==> config.mk <==
export PLATFORM = sky130hd
export DESIGN_NAME = calc_scheduler_flat
export DESIGN_NICKNAME = d
export VERILOG_FILES = /design/src/rtl/calc_pkg.sv /design/src/rtl/calc_scheduler_if.sv /design/src/rtl/calc_alu.sv /design/src/rtl/rr_arb2.sv /design/src/rtl/calc_scheduler.sv /design/src/flat_wrapper.sv
export SDC_FILE = /design/constraint.sdc
export NUM_CORES = 1
export LEC_CHECK = 0
export ABC_AREA = 1
export CAP_MARGIN = 0
export CORE_ASPECT_RATIO = 0.7
export CORE_MARGIN = 3
export CORE_UTILIZATION = 50
export DETAILED_ROUTE_END_ITERATION = 8
export GPL_TIMING_DRIVEN = 0
export HOLD_SLACK_MARGIN = 0.1
export PLACE_DENSITY_LB_ADDON = 0.08
export SYNTH_ARGS = -nofsm -noshare
export SYNTH_HDL_FRONTEND = slang
export SYNTH_SLANG_ARGS = --single-unit
==> constraint.sdc <==
create_clock -name clk -period 2.7 [get_ports clk]
set_input_delay 0.54 -clock clk [delete_from_list [all_inputs] [get_ports clk]]
set_output_delay 0.54 -clock clk [all_outputs]
set_load 0.005 [all_outputs]
==> src/rtl/calc_pkg.sv <==
// ============================================================
// calc_pkg : shared types and constants for the ALU scheduler
// Revision 1.0
// ============================================================
`default_nettype none

package calc_pkg;

  localparam int W     = 4;
  localparam int REP_W = 2;
  localparam int NREQ  = 2;

  localparam logic TYPE_ARITH = 1'b0;
  localparam logic TYPE_LOGIC = 1'b1;

  localparam logic [1:0] SEL_ADD = 2'd0;
  localparam logic [1:0] SEL_SUB = 2'd1;
  localparam logic [1:0] SEL_MUL = 2'd2;
  localparam logic [1:0] SEL_SHL = 2'd3;

  localparam logic [1:0] SEL_AND = 2'd0;
  localparam logic [1:0] SEL_OR  = 2'd1;
  localparam logic [1:0] SEL_NOT = 2'd2;
  localparam logic [1:0] SEL_XOR = 2'd3;

  typedef enum logic [1:0] {
    IDLE = 2'd0,
    EXEC = 2'd1,
    RESP = 2'd2
  } state_t;

endpackage

`default_nettype wire

==> src/rtl/calc_scheduler_if.sv <==
// ============================================================
// calc_scheduler_if : command/response bundle for both requesters
// Revision 1.0
// ============================================================
`default_nettype none

interface calc_scheduler_if;

  logic [calc_pkg::NREQ-1:0]                  req_valid;
  logic [calc_pkg::NREQ-1:0]                  req_ready;
  logic [calc_pkg::NREQ*calc_pkg::W-1:0]      req_a;
  logic [calc_pkg::NREQ*calc_pkg::W-1:0]      req_b;
  logic [calc_pkg::NREQ-1:0]                  req_type;
  logic [calc_pkg::NREQ*2-1:0]                req_sel;
  logic [calc_pkg::NREQ*calc_pkg::REP_W-1:0]  req_rep;
  logic [calc_pkg::NREQ-1:0]                  rsp_valid;
  logic [calc_pkg::NREQ-1:0]                  rsp_ready;
  logic [calc_pkg::W-1:0]                     rsp_result;
  logic                                       rsp_overflow;
  logic                                       busy;

  modport master (
    output req_valid, req_a, req_b, req_type, req_sel, req_rep, rsp_ready,
    input  req_ready, rsp_valid, rsp_result, rsp_overflow, busy
  );

  modport slave (
    input  req_valid, req_a, req_b, req_type, req_sel, req_rep, rsp_ready,
    output req_ready, rsp_valid, rsp_result, rsp_overflow, busy
  );

endinterface

`default_nettype wire

==> src/rtl/calc_alu.sv <==
// ============================================================
// calc_alu : combinational 4-bit ALU (overflow = carry of A+B)
// Revision 1.0
// ============================================================
`default_nettype none

module calc_alu
  import calc_pkg::*;
(
  input  logic [W-1:0] a,
  input  logic [W-1:0] b,
  input  logic         op_type,
  input  logic [1:0]   sel,
  output logic [W-1:0] out,
  output logic         overflow
);

  logic [W:0]     sum;
  logic [2*W-1:0] prod;

  assign sum      = {1'b0, a} + {1'b0, b};
  assign prod     = a * b;
  // The flag reports the adder carry regardless of which operation is selected.
  assign overflow = sum[W];

  always_comb begin
    out = '0;
    if (op_type == TYPE_ARITH) begin
      case (sel)
        SEL_ADD: out = sum[W-1:0];
        SEL_SUB: out = a - b;
        SEL_MUL: out = prod[W-1:0];
        SEL_SHL: out = {a[W-2:0], 1'b0};
        default: out = '0;
      endcase
    end else begin
      case (sel)
        SEL_AND: out = a & b;
        SEL_OR:  out = a | b;
        SEL_NOT: out = ~a;
        SEL_XOR: out = a ^ b;
        default: out = '0;
      endcase
    end
  end

endmodule

`default_nettype wire

==> src/rtl/rr_arb2.sv <==
// ============================================================
// rr_arb2 : 2-way round-robin arbiter, combinational
// Revision 1.0
// ============================================================
`default_nettype none

module rr_arb2 (
  input  logic [1:0] req,
  input  logic       last,
  output logic [1:0] grant
);

  always_comb begin
    grant = 2'b00;
    case (req)
      2'b01:   grant = 2'b01;
      2'b10:   grant = 2'b10;
      2'b11:   grant = last ? 2'b01 : 2'b10;
      default: grant = 2'b00;
    endcase
  end

endmodule

`default_nettype wire

==> src/rtl/calc_scheduler.sv <==
// ============================================================
// calc_scheduler : arbitrates two requesters onto one ALU, iterates, responds
// Revision 1.0
// ============================================================
`default_nettype none

module calc_scheduler
  import calc_pkg::*;
(
  input  logic             clk,
  input  logic             rst,
  calc_scheduler_if.slave  bus
);

  state_t           state;
  logic [W-1:0]     acc;
  logic [W-1:0]     b_reg;
  logic             type_reg;
  logic [1:0]       sel_reg;
  logic [REP_W-1:0] cnt;
  logic             id;
  logic             ovf;
  logic             rr_ptr;
  logic [1:0]       rsp_valid_reg;
  logic             busy_reg;

  logic [1:0]       grant;
  logic             last_served;
  logic [W-1:0]     a_in;
  logic [W-1:0]     b_in;
  logic             type_in;
  logic [1:0]       sel_in;
  logic [REP_W-1:0] rep_in;
  logic [W-1:0]     alu_out;
  logic             alu_ovf;

  // rr_ptr names the requester that wins a tie; it resets to 0 so requester 0 goes first.
  assign last_served = ~rr_ptr;

  rr_arb2 u_arb (
    .req   (bus.req_valid),
    .last  (last_served),
    .grant (grant)
  );

  assign a_in    = grant[1] ? bus.req_a[2*W-1:W]         : bus.req_a[W-1:0];
  assign b_in    = grant[1] ? bus.req_b[2*W-1:W]         : bus.req_b[W-1:0];
  assign type_in = grant[1] ? bus.req_type[1]            : bus.req_type[0];
  assign sel_in  = grant[1] ? bus.req_sel[3:2]           : bus.req_sel[1:0];
  assign rep_in  = grant[1] ? bus.req_rep[2*REP_W-1:REP_W] : bus.req_rep[REP_W-1:0];

  calc_alu u_alu (
    .a        (acc),
    .b        (b_reg),
    .op_type  (type_reg),
    .sel      (sel_reg),
    .out      (alu_out),
    .overflow (alu_ovf)
  );

  assign bus.req_ready    = (state == IDLE) ? grant : 2'b00;
  assign bus.rsp_valid    = rsp_valid_reg;
  assign bus.rsp_result   = acc;
  assign bus.rsp_overflow = ovf;
  assign bus.busy         = busy_reg;

  always_ff @(posedge clk) begin
    if (rst) begin
      state         <= IDLE;
      acc           <= '0;
      b_reg         <= '0;
      type_reg      <= TYPE_ARITH;
      sel_reg       <= '0;
      cnt           <= '0;
      id            <= 1'b0;
      ovf           <= 1'b0;
      rr_ptr        <= 1'b0;
      rsp_valid_reg <= 2'b00;
      busy_reg      <= 1'b0;
    end else begin
      case (state)
        IDLE: begin
          if (grant != 2'b00) begin
            acc      <= a_in;
            b_reg    <= b_in;
            type_reg <= type_in;
            sel_reg  <= sel_in;
            cnt      <= rep_in;
            id       <= grant[1];
            ovf      <= 1'b0;
            busy_reg <= 1'b1;
            state    <= EXEC;
          end
        end
        EXEC: begin
          acc <= alu_out;
          ovf <= ovf | alu_ovf;
          if (cnt == '0) begin
            rsp_valid_reg <= id ? 2'b10 : 2'b01;
            state         <= RESP;
          end else begin
            cnt <= cnt - 1'b1;
          end
        end
        RESP: begin
          if (bus.rsp_ready[id]) begin
            rr_ptr        <= ~id;
            rsp_valid_reg <= 2'b00;
            busy_reg      <= 1'b0;
            state         <= IDLE;
          end
        end
        default: state <= IDLE;
      endcase
    end
  end

endmodule

`default_nettype wire

==> src/flat_wrapper.sv <==
// flat-port wrapper written by rule: the top's interface ports become plain ports
module calc_scheduler_flat import calc_pkg::*;
  (clk, rst, bus_req_valid, bus_req_a, bus_req_b, bus_req_type, bus_req_sel, bus_req_rep, bus_rsp_ready, bus_req_ready, bus_rsp_valid, bus_rsp_result, bus_rsp_overflow, bus_busy);
  calc_scheduler_if bus_i ();
  input  logic clk;
  input  logic rst;
  input wire logic [$bits(bus_i.req_valid)-1:0] bus_req_valid;
  input wire logic [$bits(bus_i.req_a)-1:0] bus_req_a;
  input wire logic [$bits(bus_i.req_b)-1:0] bus_req_b;
  input wire logic [$bits(bus_i.req_type)-1:0] bus_req_type;
  input wire logic [$bits(bus_i.req_sel)-1:0] bus_req_sel;
  input wire logic [$bits(bus_i.req_rep)-1:0] bus_req_rep;
  input wire logic [$bits(bus_i.rsp_ready)-1:0] bus_rsp_ready;
  output wire logic [$bits(bus_i.req_ready)-1:0] bus_req_ready;
  output wire logic [$bits(bus_i.rsp_valid)-1:0] bus_rsp_valid;
  output wire logic [$bits(bus_i.rsp_result)-1:0] bus_rsp_result;
  output wire logic [$bits(bus_i.rsp_overflow)-1:0] bus_rsp_overflow;
  output wire logic [$bits(bus_i.busy)-1:0] bus_busy;
  assign bus_i.req_valid = bus_req_valid;
  assign bus_i.req_a = bus_req_a;
  assign bus_i.req_b = bus_req_b;
  assign bus_i.req_type = bus_req_type;
  assign bus_i.req_sel = bus_req_sel;
  assign bus_i.req_rep = bus_req_rep;
  assign bus_i.rsp_ready = bus_rsp_ready;
  assign bus_req_ready = bus_i.req_ready;
  assign bus_rsp_valid = bus_i.rsp_valid;
  assign bus_rsp_result = bus_i.rsp_result;
  assign bus_rsp_overflow = bus_i.rsp_overflow;
  assign bus_busy = bus_i.busy;
  calc_scheduler u_core (.clk(clk), .rst(rst), .bus(bus_i));
endmodule
Word level (Yosys, flattened, before mapping)
Index checks and enable logic that the tools add are counted.
Widths: inputs -> output; s select.
{ "totals": {"elab_cells": 78, "regBits": 21, "output_inout_bits": 10, "inputBits": 32} }
{ "classes": {"n_mul": 1, "n_reduce_logical": 14, "bitwise": 6, "n_mux": 30, "n_eq_ne": 12, "addsub": 3, "order_cmp": 1} }
{ "op_table": {"columns": ["cell", "count"], "rows": [
  ["$pmux 4 s4", 2],
  ["$mux 2", 11],
  ["$mux 4", 4],
  ["$pmux 2 s3", 2],
  ["$reduce_and 3->1", 4],
  ["$eq 2x2->1 const B", 5],
  ["$pmux 2 s2", 2],
  ["$pmux 4 s2", 1],
  ["$reduce_bool 2->1", 4],
  ["$eq 2x1->1 const B", 3],
  ["$logic_not 2->1", 3],
  ["$mux 1", 6],
  ["$reduce_and 2->1", 3],
  ["$add 4x4->5", 1],
  ["$and 4x4->4", 1],
  ["$mul 4x4->4", 1],
  ["$ne 2x1->1 const B", 2],
  ["$ne 2x2->1 const B", 2],
  ["$not 4->4", 1],
  ["$or 4x4->4", 1],
  ["$pmux 1 s2", 2],
  ["$sub 4x4->4", 1],
  ["$xor 4x4->4", 1],
  ["$lt 1x2->1 const B", 1],
  ["other kinds (3)", 3]
]} }

Logic depth before layout (Yosys ltp)
Gate-level depths: netlist of the first run.
{ "depth": {"word_depth": 5, "depth_mapped": 18, "ltp_nobuf": 18} }

Modules after synthesis
A second synthesis of the first run with hierarchy kept.
{ "hier_totals": {"cells_unflattened": 298, "area_unflattened_um2": 1824.2} }
{ "modules_own_cells": {"columns": ["module", "area_per_inst_um2", "n_inst", "cells_per_inst", "seq_area_each_um2"], "rows": [
  ["calc_scheduler", 1089.8, 1, 172, 420.4],
  ["calc_alu", 713.2, 1, 121, 0.0],
  ["rr_arb2", 21.3, 1, 5, 0.0]
]} }

Worst setup path before layout of the first run
Ideal clock, no wire load.
{ "synth_timing": {"kind": "reg-to-reg", "start": "register u_core.acc[1] (netlist: u_core.bus.rsp_result[1])", "end": "register u_core.acc[3] (netlist: u_core.bus.rsp_result[3])", "setup_time_ns": 0.130, "n_path_buf": 0, "setup_slack_ns": 0.530, "period_less_slack_ns": 2.170, "path_stages_with_launch": 17, "arrival_ns": 2.040, "path_cell_list": "dfxtp_1 ha_1 ha_1 ha_1 ha_1 inv_1 nand2_1 nand3_1 nand2_1 inv_1 nand3_1 nand3_1 nand4_1 nand2_1 nand2_1 nand2_1 a21oi_2"} }
{ "synth_via": {"elab_chain_cells": 4} }
{ "synth_lines": {"columns": ["item", "line_no", "rtl"], "rows": [
  ["start: declaration", "calc_scheduler.sv:16", "logic [W-1:0] acc;"],
  ["start signal: assignment", "calc_scheduler.sv:84", "acc <= a_in;"],
  ["start signal: assignment", "calc_scheduler.sv:96", "acc <= alu_out;"],
  ["$mul 4x4->4 (tied with other cells)", "calc_alu.sv:22", "assign prod = a * b;"],
  ["$pmux 4 s4 (*)", "calc_alu.sv:29", "case (sel)"],
  ["$mux 4 (*)", "calc_alu.sv:28", "if (op_type == TYPE_ARITH) begin"],
  ["$pmux 4 s2 (*)", "calc_scheduler.sv:81", "case (state)"]
]} }
Every way passes the cells marked *; elsewhere a longest branch is shown, timed or not.
A chain may end at the register's enable or synchronous reset.

Worst setup path after layout of the first run
{ "layout_timing": {"start": "input port bus_req_valid[1]", "end": "output port bus_req_ready[0]"} }
{ "layout_via": {"elab_chain_cells": 3} }
{ "layout_lines": {"columns": ["item", "line_no", "rtl"], "rows": [
  ["start: declaration", "flat_wrapper.sv:7", "input wire logic [$bits(bus_i.req_valid)-1:0] bus_req_valid;"],
  ["$eq 2x2->1 or $eq 2x1->1 (tied branches)", "rr_arb2.sv:15", "case (req)"],
  ["$pmux 2 s3 (*)", "rr_arb2.sv:15", null],
  ["$mux 2 (*)", "calc_scheduler.sv:61", "assign bus.req_ready = (state == IDLE) ? grant : 2'b00;"],
  ["end: declaration", "flat_wrapper.sv:14", "output wire logic [$bits(bus_i.req_ready)-1:0] bus_req_ready;"]
]} }
Marked as above.

==> run metrics, run 1 <==
outcome finished, final reports clean; pwr dens roughly 540 mW/mm^2; Clock Latency Late Sink between 0.2 and 0.3 ns; Cells after DPL ~370; CP required approximately 2.2 ns; clk sink count 21; DRT Pass-1 Iters 4; cts bufs inserted 3; layout cells sized above 1 13.4%; Final setup viols 0; fin worst setup slack ~0.12 ns; worst rel slew slack between 60 and 70%; Final Hold Viols 0; RSZ-0062 raised after global routing no; Post-Synth Adder-Cell Area between 10 and 15%; clock share of power 16.2%; kind of critical path primary input to output port; P&R area growth vs syn 26.9%; largest family of logic cells by synthesized area simple AND/OR/NAND/NOR gates; CP Max Fanout 3; Synth area leaders dfxtp_1 (22%), nand2_1 (13%), ha_1 (11%), inv_1 (8.9%), nand3_1 (5.8%); synthesized area approximately 0.0019 mm^2; grt total ovfl 0; Worst-path clk slew roughly 0.070 ns; Syn Inst Count roughly 280; combinational share of power about half; max-cap violations 0; syn avg cell area 6.84 um^2; power share of the sequential group about a third; Nets around 370; drt wl/cell between 10 and 15 um; via/cell ratio 5.01; 1st-iter DRT viols 129; peak supply drop slightly below 0.3 mV; pre-CTS WS approximately 0.11 ns; mux contribution to synthesized area 0%; max frequency 387 MHz; final cell count without fillers 371; largest net degree at the start of global routing 13; critical path arrival between 2 and 2.5 ns; GP Congestion 0.891; largest area contributor in the netlist dfxtp_1; die area ~0.0046 mm^2; n_diodes 0; top-area cell type share of the netlist area between 20 and 25%; Post-synth EDFFs 0; first-pass GRT wire length between 7 and 8 mm; fin. max-slew vios 0; count leader, synth nand2_1; Vias between 1500 and 2000; Die X-Extent between 70 and 80 um; IO Pins between 40 and 50; drt total wl 4.75 mm; Hold Crit Class flip-flop to flip-flop; CTS H-tree depth 1; XOR/XNOR Fraction of Synth Area 1.39%; ys flop type dfxtp_1; Post-DRT Antenna Nets 0; CTS tree yes; Synth top cells by count nand2_1 (65), inv_1 (45), nand3_1 (22); dpl hpwl 3.79 mm; library cells used by synthesis 37; initial antenna violation count 0; Sw Ratio a little over two fifths; total track usage 22.0%; sequential fraction of the synthesis area between 20 and 25%; Slew @ Worst Pin 0.491 ns; clk buf depth 2; setup bufs post-CTS 0; root buf cell clkbuf_8; Pint between 0.7 and 0.8 mW; Async S/R FF share, synth 0%; drt drc 0; Final TNS setup 0 ns; DIE HEIGHT around 58 um; Psw 0.542 mW; Leakage approximately 1.2 nW; Yosys warnings 0; area fraction in compound gates after synthesis between 20% and 30%; Final Critical Period roughly 2.6 ns; post-synthesis simple-gate area fraction around 28%; register bit total from synthesis 21; standard-cell rows 18; vias in the first global route approximately 1700; IO buf count 40; Mapped Nets 327; period utilization 95.7%; post-route design area about 0.0024 mm^2; Crit. End Element output port; initial cell density of the core a little over half; Core Area 0.00358 mm^2; post-route clock skew between 0.007 and 0.008 ns; startpoint class of the critical path primary input; Area after DPL around 0.0024 mm^2
cell families after synthesis:
logic type | Yosys count
AOI/OAI and AO/OA | 60
buffers and inverters | 62
DFF | 21
xor gates and xnor gates | 3
adders and majority gates | 18
and+or+nand+nor | 113
final timing paths:
check	start	to	slack, ns	cells after the start
max reg2reg	u_core.b_reg[1]$_SDFFE_PP0P_	u_core.bus.rsp_result[3]$_SDFFE_PP0P_	0.20	16
min reg2reg	u_core.cnt[1]$_SDFFE_PP0P_	u_core.cnt[1]$_SDFFE_PP0P_	0.49	2
min	u_core.cnt[1]$_SDFFE_PP0P_	u_core.cnt[1]$_SDFFE_PP0P_	0.49	2
max	bus_req_valid[1]	bus_req_ready[0]	0.12	3
placed cells by master (no fill, tap or decap), types with 3 or more instances in the layout:
| cell | count |
|---|---|
| dfxtp_1 | 20 |
| o21ai_0 | 10 |
| clkbuf_8 | 3 |
| ha_1 | 16 |
| o21ai_1 | 8 |
| a21oi_1 | 20 |
| inv_2 | 8 |
| clkdlybuf4s50_1 | 40 |
| o211ai_2 | 8 |
| nand3_1 | 22 |
| nand2_1 | 65 |
| buf_2 | 5 |
| nor2_1 | 16 |
| inv_1 | 45 |
layout make-up:
type | count | area [um^2]
clock buffer | 3 | 41.3
multi-input combinational | 194 | 1210
fill | 326 | 1180
buffer | 8 | 53.8
inverter | 54 | 205
timing repair buffer | 40 | 400
tap | 50 | 62.6
clock inverter | 1 | 5.00
sequential | 21 | 422
worst max-delay path: stages:
cell	delay (ns)
clkdlybuf4s50_1	0.50
a211oi_4	0.43
clkdlybuf4s50_1	0.57
per-layer routing:
| metal | GRT usage (%) | wire length (um) | vias to the layer above |
|---|---|---|---|
| met1 | 33.4 | 2440 | 803 |
| li1 | - | - | 979 |
| met2 | 31.6 | 1850 | 74 |
| met3 | 5.84 | 425 | 4 |
| met5 | 0 | 0 | - |
| met4 | 3.19 | 27 | 0 |
repair_timing:
item                       4_1_cts  5_1_grt
hold buffers                     0        0
gates resized for setup          0        1
setup endpoints to repair        0        1
power groups by stage:
stage               clock network (mW)  registers [mW]  logic [mW]
floorplan                            0           0.421       0.451
global placement                     0           0.444       0.625
detailed placement                   0           0.444       0.638
CTS                              0.213           0.437       0.642
global route                     0.229           0.448       0.725
finish                           0.209           0.440       0.643
metrics by stage:
stage / power, mW / utilization [%] / hold slack (ns)
3_5_place_dp: 1.08 / 65.8 / 0.478
5_1_grt: 1.40 / 67.2 / 0.519
4_1_cts: 1.29 / 67.1 / 0.490
3_3_place_gp: 1.07 / 65.8 / 0.470
6_report: 1.29 / 67.2 / 0.485
2_1_floorplan: 0.872 / - / 0.447
(Power assumes the default switching activity.)
==> inputs of run 2 (changes only) <==
CORE_ASPECT_RATIO = 1.4   (was 0.7)
SLEW_MARGIN = 40   (was not set)
SYNTH_HIERARCHICAL = 1   (was not set)
==> run metrics, run 2 <==
kind of critical path primary input to output port; pre-CTS WS -0.103 ns; n_diodes 0; Post-DRT Antenna Nets 0; clk sink count 21; CP max stage delay approximately 0.49 ns; initial cell density of the core between 50% and 60%; fin worst setup slack between 0.1 and 0.15 ns; CTS H-tree depth 1; Multi-input gate area between 0.001 and 0.0015 mm^2; Synth area leaders dfxtp_1 (23%), nand2_1 (22%), ha_1 (11%), inv_1 (8.6%), nand3_1 (6.9%); pwr dens ~480 mW/mm^2; vias in the first global route between 1500 and 2000; Mapped Nets between 300 and 400; P&R area growth vs syn 28.7%; Leakage ~1.2 nW; drt drc 0; combinational share of power 44.6%; peak supply drop between 0.3 and 0.4 mV; fin. max-slew vios 0; Final Hold Viols 0; Crit. End Element output port; RSZ-0062 raised after global routing no; CP required approximately 2.2 ns; Register Area about 430 um^2; Hold Crit Class flip-flop to flip-flop; syn avg cell area 6.12 um^2; hold_buf cts 0; sequential fraction of the synthesis area about 23%; Slew @ Worst Pin around 0.47 ns; register bit total from synthesis 21; worst rel slew slack between 60 and 70%; Fill cells approximately 300; largest net degree at the start of global routing 17; Yosys warnings 6; synthesized area about 0.0018 mm^2; outcome finished, final reports clean; HP Start u_core/bus.rsp_valid[1]$_SDFFE_PP0P_; Pint 0.682 mW; most common cell after layout, fill and taps aside nand2_1; Final setup viols 0; library cells used by synthesis 25; top-area cell type share of the netlist area 23.0%; total track usage about 22%; Die X-Extent approximately 57 um; Worst Reg2Reg Path Length in Cells 18; root buf cell clkbuf_8; startpoint class of the critical path primary input; CP cell instances clkdlybuf4s50_1 > inv_1 > a21oi_1 > buf_6 > nand2_1 > inv_1 > clkdlybuf4s50_1; Critical R2R Capture u_core/bus.rsp_result[3]$_SDFFE_PP0P_; period utilization 94.5%; drt wl/cell 11.9 um; IO buf count 40; post-layout util between 60% and 70%; reg2reg start u_core/bus.rsp_result[1]$_SDFFE_PP0P_; DRT Pass-1 Iters 4; GP Congestion between 0.8 and 0.9; count leader, synth nand2_1; standard-cell rows 25; 1st-iter DRT viols 79; WHS Path Cells 2; dpl hpwl around 3.7 mm; die area between 0.004 and 0.005 mm^2; largest area contributor in the netlist dfxtp_1; Vias around 2000; family with the most delay on the worst path buffers and inverters; Final TNS setup 0 ns; Core Area between 0.003 and 0.004 mm^2; met2 wire length between 2 and 2.5 mm; cts bufs inserted 3; first-pass GRT wire length ~7.9 mm; Clock Latency Late Sink roughly 0.25 ns; clock share of power between 10% and 20%; WP buf/inv 5; max frequency 392 MHz; critical path arrival roughly 2 ns; power share of the sequential group between 30% and 40%; commonest cells after routing, fill and taps aside nand2_1 (107), inv_1 (42), clkdlybuf4s50_1 (40), nand3_1 (25), a21oi_1 (22); Worst-path clk slew around 0.070 ns; Async S/R FF share, synth 0%; IO Pins 42; Syn Inst Count about 300; reg2reg setup slack 0.30 ns; WL met3 163 um; ys flop type dfxtp_1; drt total wl 4.59 mm; Synth top cells by count nand2_1 (107), inv_1 (42), nand3_1 (25); met1 wire length between 1.5 and 2 mm; CP Depth 7; total power 1.12 mW; via/cell ratio slightly above 5; CP Max Fanout 9; CTS tree yes; Top Layer Used met4; grt total ovfl 0; post-route clock skew between 0.002 and 0.0025 ns; initial antenna violation count 0; Final Critical Period 2.55 ns; DIE HEIGHT between 70 and 80 um; max-cap violations 0; Sw Ratio roughly two fifths; Post-synth EDFFs 0; Crit-path slowest cell clkdlybuf4s50_1; Nets between 300 and 400; layout cells sized above 1 roughly 8.1%; clk buf depth 2; hold endpoint u_core/bus.rsp_valid[1]$_SDFFE_PP0P_; Psw 0.435 mW
## run 2: cell count changes in the layout (fill, tap and decap cells not counted), moves of 3 or more
cell,change
inv_1,-3
o21ai_1,-5
o211ai_2,-8
nand3_1,+3
buf_2,-4
o221ai_1,+3
buf_4,+3
nand2_2,+4
inv_2,-3
nand2_1,+42
## run 2: worst reg2reg max path, cell delays in order (launching register included)
cell and delay [ns]:
dfxtp_4 0.39, ha_2 0.23, ha_1 0.30, ha_1 0.30, ha_1 0.21, inv_1 0.05, nand2_1 0.06, nand3_1 0.08
nand2_1 0.06, inv_1 0.05, nand3_1 0.05, nand3_1 0.09, nand4_1 0.09, nand2_1 0.07, nand2_1 0.05, nand2_1 0.06
nand3_1 0.07, nand2_1 0.06, inv_1 0.04
## run 2: layout make-up
type	instances	share of cell area (%)
Buffer	5	1.49
Clock buffer	3	1.76
Clock inverter	1	0.213
Inverter	47	7.52
Multi-Input combinational cell	224	50.7
Sequential cell	21	18.2
Tap cell	40	2.13
Timing Repair Buffer	43	18.0
## run 2: power by group through the flow
| stage | logic, mW | clock network, mW | registers (mW) |
|---|---|---|---|
| floorplan | 0.329 | 0 | 0.407 |
| global placement | 0.484 | 0 | 0.422 |
| detailed placement | 0.491 | 0 | 0.424 |
| CTS | 0.493 | 0.205 | 0.416 |
| global route | 0.564 | 0.216 | 0.428 |
| finish | 0.497 | 0.199 | 0.420 |
## run 2: logic make-up after synthesis
logic type	after synthesis	synth area share, %
fa+ha+maj	18	13.2
xor+xnor	3	1.44
flops	21	23.0
buf+inv	53	11.9
simple gates	161	37.5
compound gates	42	13.0
## run 2: metrics by stage
step | hold slack (ns) | area [um^2] | cells
2_1_floorplan | 0.452 | 1820 | 298
6_report | 0.463 | 2350 | 384
4_1_cts | 0.464 | 2320 | 381
3_5_place_dp | 0.450 | 2270 | 378
3_3_place_gp | 0.449 | 2270 | 378
5_1_grt | 0.487 | 2350 | 384
## run 2: worst max path at each step
stage | slack, ns | endpoint | startpoint
finish | 0.15 | bus_req_ready[1] | bus_req_valid[1]
global route | 0.01 | u_core/bus.rsp_result[3]$_SDFFE_PP0P_ | u_core/b_reg[1]$_SDFFE_PP0P_
CTS | 0.07 | u_core/bus.rsp_result[3]$_SDFFE_PP0P_ | u_core/bus.rsp_result[1]$_SDFFE_PP0P_
detailed placement | -0.10 | bus_req_ready[1] | bus_req_valid[1]
global placement | -0.11 | bus_req_ready[1] | bus_req_valid[1]
floorplan | 0.45 | u_core/bus.rsp_result[3]$_SDFFE_PP0P_ | u_core/bus.rsp_result[1]$_SDFFE_PP0P_
## run 2: what timing repair did
item | CTS | global route
resized for setup | 0 | 5
cloned | 0 | 0
buffers inserted | 0 | 3
setup endpoints to repair | 1 | 3
## run 2: metal layers
layer	up-vias	global-route usage, %
li1	1036	-
met1	858	24.4
met2	50	40.3
met3	12	2.33
met4	0	10.2
met5	-	0
==> inputs of run 3 (changes only) <==
PLACE_DENSITY = 0.81   (was not set)
PLACE_DENSITY_LB_ADDON = not set   (was 0.08)
==> run metrics, run 3 (synthesized netlist as in run 2, its figures left out) <==
Final Critical Period about 2.6 ns; IO buf count 40; grt total ovfl 0; worst rel slew slack 66.8%; DIE HEIGHT slightly below 80 um; Worst-path clk slew around 0.08 ns; crit path from bus_req_valid[1]; Die X-Extent 57.1 um; Slew @ Worst Pin around 0.50 ns; clk sink count 21; Crit. End Element output port; Clock Latency Late Sink roughly 0.26 ns; IO Pins 42; drt total wl about 4.8 mm; root buf cell clkbuf_8; kind of critical path primary input to output port; post-route clock skew about 0.0048 ns; outcome finished, final reports clean; Core Area approximately 0.0034 mm^2; pwr dens 479 mW/mm^2; drt drc 0; vias in the first global route roughly 1900; 1st-iter DRT viols roughly 110; CP Max Fanout 9; dpl hpwl roughly 3.7 mm; post-layout util between 60% and 70%; RSZ-0062 raised after global routing no; GP Congestion 0.896; total track usage about 22%; Final setup viols 0; fin. max-slew vios 0; Fill cells approximately 330; most common cell after layout, fill and taps aside nand2_1; initial antenna violation count 0; standard-cell rows 25; max frequency a little under 400 MHz; Worst Reg2Reg Path Length in Cells 18; commonest cells after routing, fill and taps aside nand2_1 (107), inv_1 (42), clkdlybuf4s50_1 (40), nand3_1 (25), a21oi_1 (22); Nets just under 400; clk buf depth 2; reg2reg setup slack approximately 0.22 ns; reg2reg start u_core/bus.rsp_result[1]$_SDFFE_PP0P_; largest net degree at the start of global routing 17; drt wl/cell between 10 and 15 um; cts bufs inserted 3; Vias 2010; P&R area growth vs syn 29.1%; CTS H-tree depth 1; peak supply drop ~0.34 mV; die area ~0.0044 mm^2; first-pass GRT wire length roughly 8.1 mm; Final Hold Viols 0; CTS tree yes; Critical R2R Capture u_core/bus.rsp_result[3]$_SDFFE_PP0P_; Hold Crit Class flip-flop to flip-flop; layout cells sized above 1 ~8.1%; critical path arrival 2.02 ns; startpoint class of the critical path primary input; DRT Pass-1 Iters 5; max-cap violations 0; Post-DRT Antenna Nets 0; period utilization between 90% and 100%; hold_buf cts 0; via/cell ratio between 5 and 6; n_diodes 0; CP required 2.16 ns; critical path endpoint bus_req_ready[1]; initial cell density of the core between 50% and 60%; Leakage around 1.2 nW; Final TNS setup 0 ns
run 3: cell count changes in the layout (fill, tap and decap cells not counted), sizes merged:
cell / delta
buf: +2
run 3: worst min-delay path by stage:
stage	from	endpoint	slack, ns	depth (start not counted)
2_1_floorplan	u_core/id$_SDFFE_PP0P_	u_core/id$_SDFFE_PP0P_	0.45	2
3_3_place_gp	u_core/bus.rsp_valid[1]$_SDFFE_PP0P_	u_core/bus.rsp_valid[1]$_SDFFE_PP0P_	0.45	2
3_5_place_dp	u_core/bus.rsp_valid[1]$_SDFFE_PP0P_	u_core/bus.rsp_valid[1]$_SDFFE_PP0P_	0.46	2
6_report	u_core/bus.rsp_valid[1]$_SDFFE_PP0P_	u_core/bus.rsp_valid[1]$_SDFFE_PP0P_	0.47	2
4_1_cts	u_core/bus.rsp_valid[1]$_SDFFE_PP0P_	u_core/bus.rsp_valid[1]$_SDFFE_PP0P_	0.48	2
5_1_grt	u_core/bus.rsp_valid[1]$_SDFFE_PP0P_	u_core/bus.rsp_valid[1]$_SDFFE_PP0P_	0.49	2
run 3: per-layer routing:
layer / share of wire [%] / routed length, um / track usage [%] / vias up
li1: - / - / - / 1043
met3: 4.6 / 221 / 2.83 / 14
met2: 52 / 2470 / 40.6 / 59
met4: 1.9 / 91 / 9.51 / 0
met5: 0 / 0 / 0 / -
met1: 42 / 1980 / 25.0 / 894
run 3: cell type report:
class	count	area [um^2]	share of cell area, %
buffer	5	35.0	1.49
clock buffer	3	41.3	1.75
timing repair buffer	45	438	18.6
clock inverter	1	5.00	0.212
tap	40	50.0	2.12
multi-input combinational	224	1190	50.4
sequential	21	423	18.0
inverter	47	176	7.49
run 3: power by group:
group | switching [mW] | leakage (nW) | total, mW | internal (mW)
Sequential | 0.0654 | 0.173 | 0.419 | 0.354
Combinational | 0.273 | 0.965 | 0.501 | 0.228
Clock | 0.106 | 0.0255 | 0.209 | 0.103
Total | 0.445 | 1.16 | 1.13 | 0.684
run 3: worst max-delay path: stages:
cell and delay [ns]:
clkdlybuf4s50_1 0.47, inv_1 0.05, a21oi_1 0.14, buf_6 0.16, nand2_1 0.08, inv_1 0.07
clkdlybuf4s50_1 0.49
run 3: timing repair:
action,4_1_cts,5_1_grt
endpoints found under the setup margin,1,2
gates resized for setup,0,2
buffers inserted,0,5
run 3: through the flow:
step	hold WS (ns)	cells	area [um^2]	setup slack (ns)	power, mW
after global routing	0.493	386	2360	0.0451	1.22
after floorplan	0.452	298	1820	0.451	0.736
after global placement	0.451	378	2270	-0.0899	0.904
after CTS	0.476	381	2320	0.0871	1.12
after detailed placement	0.460	378	2270	-0.100	0.913
final	0.475	386	2360	0.145	1.13
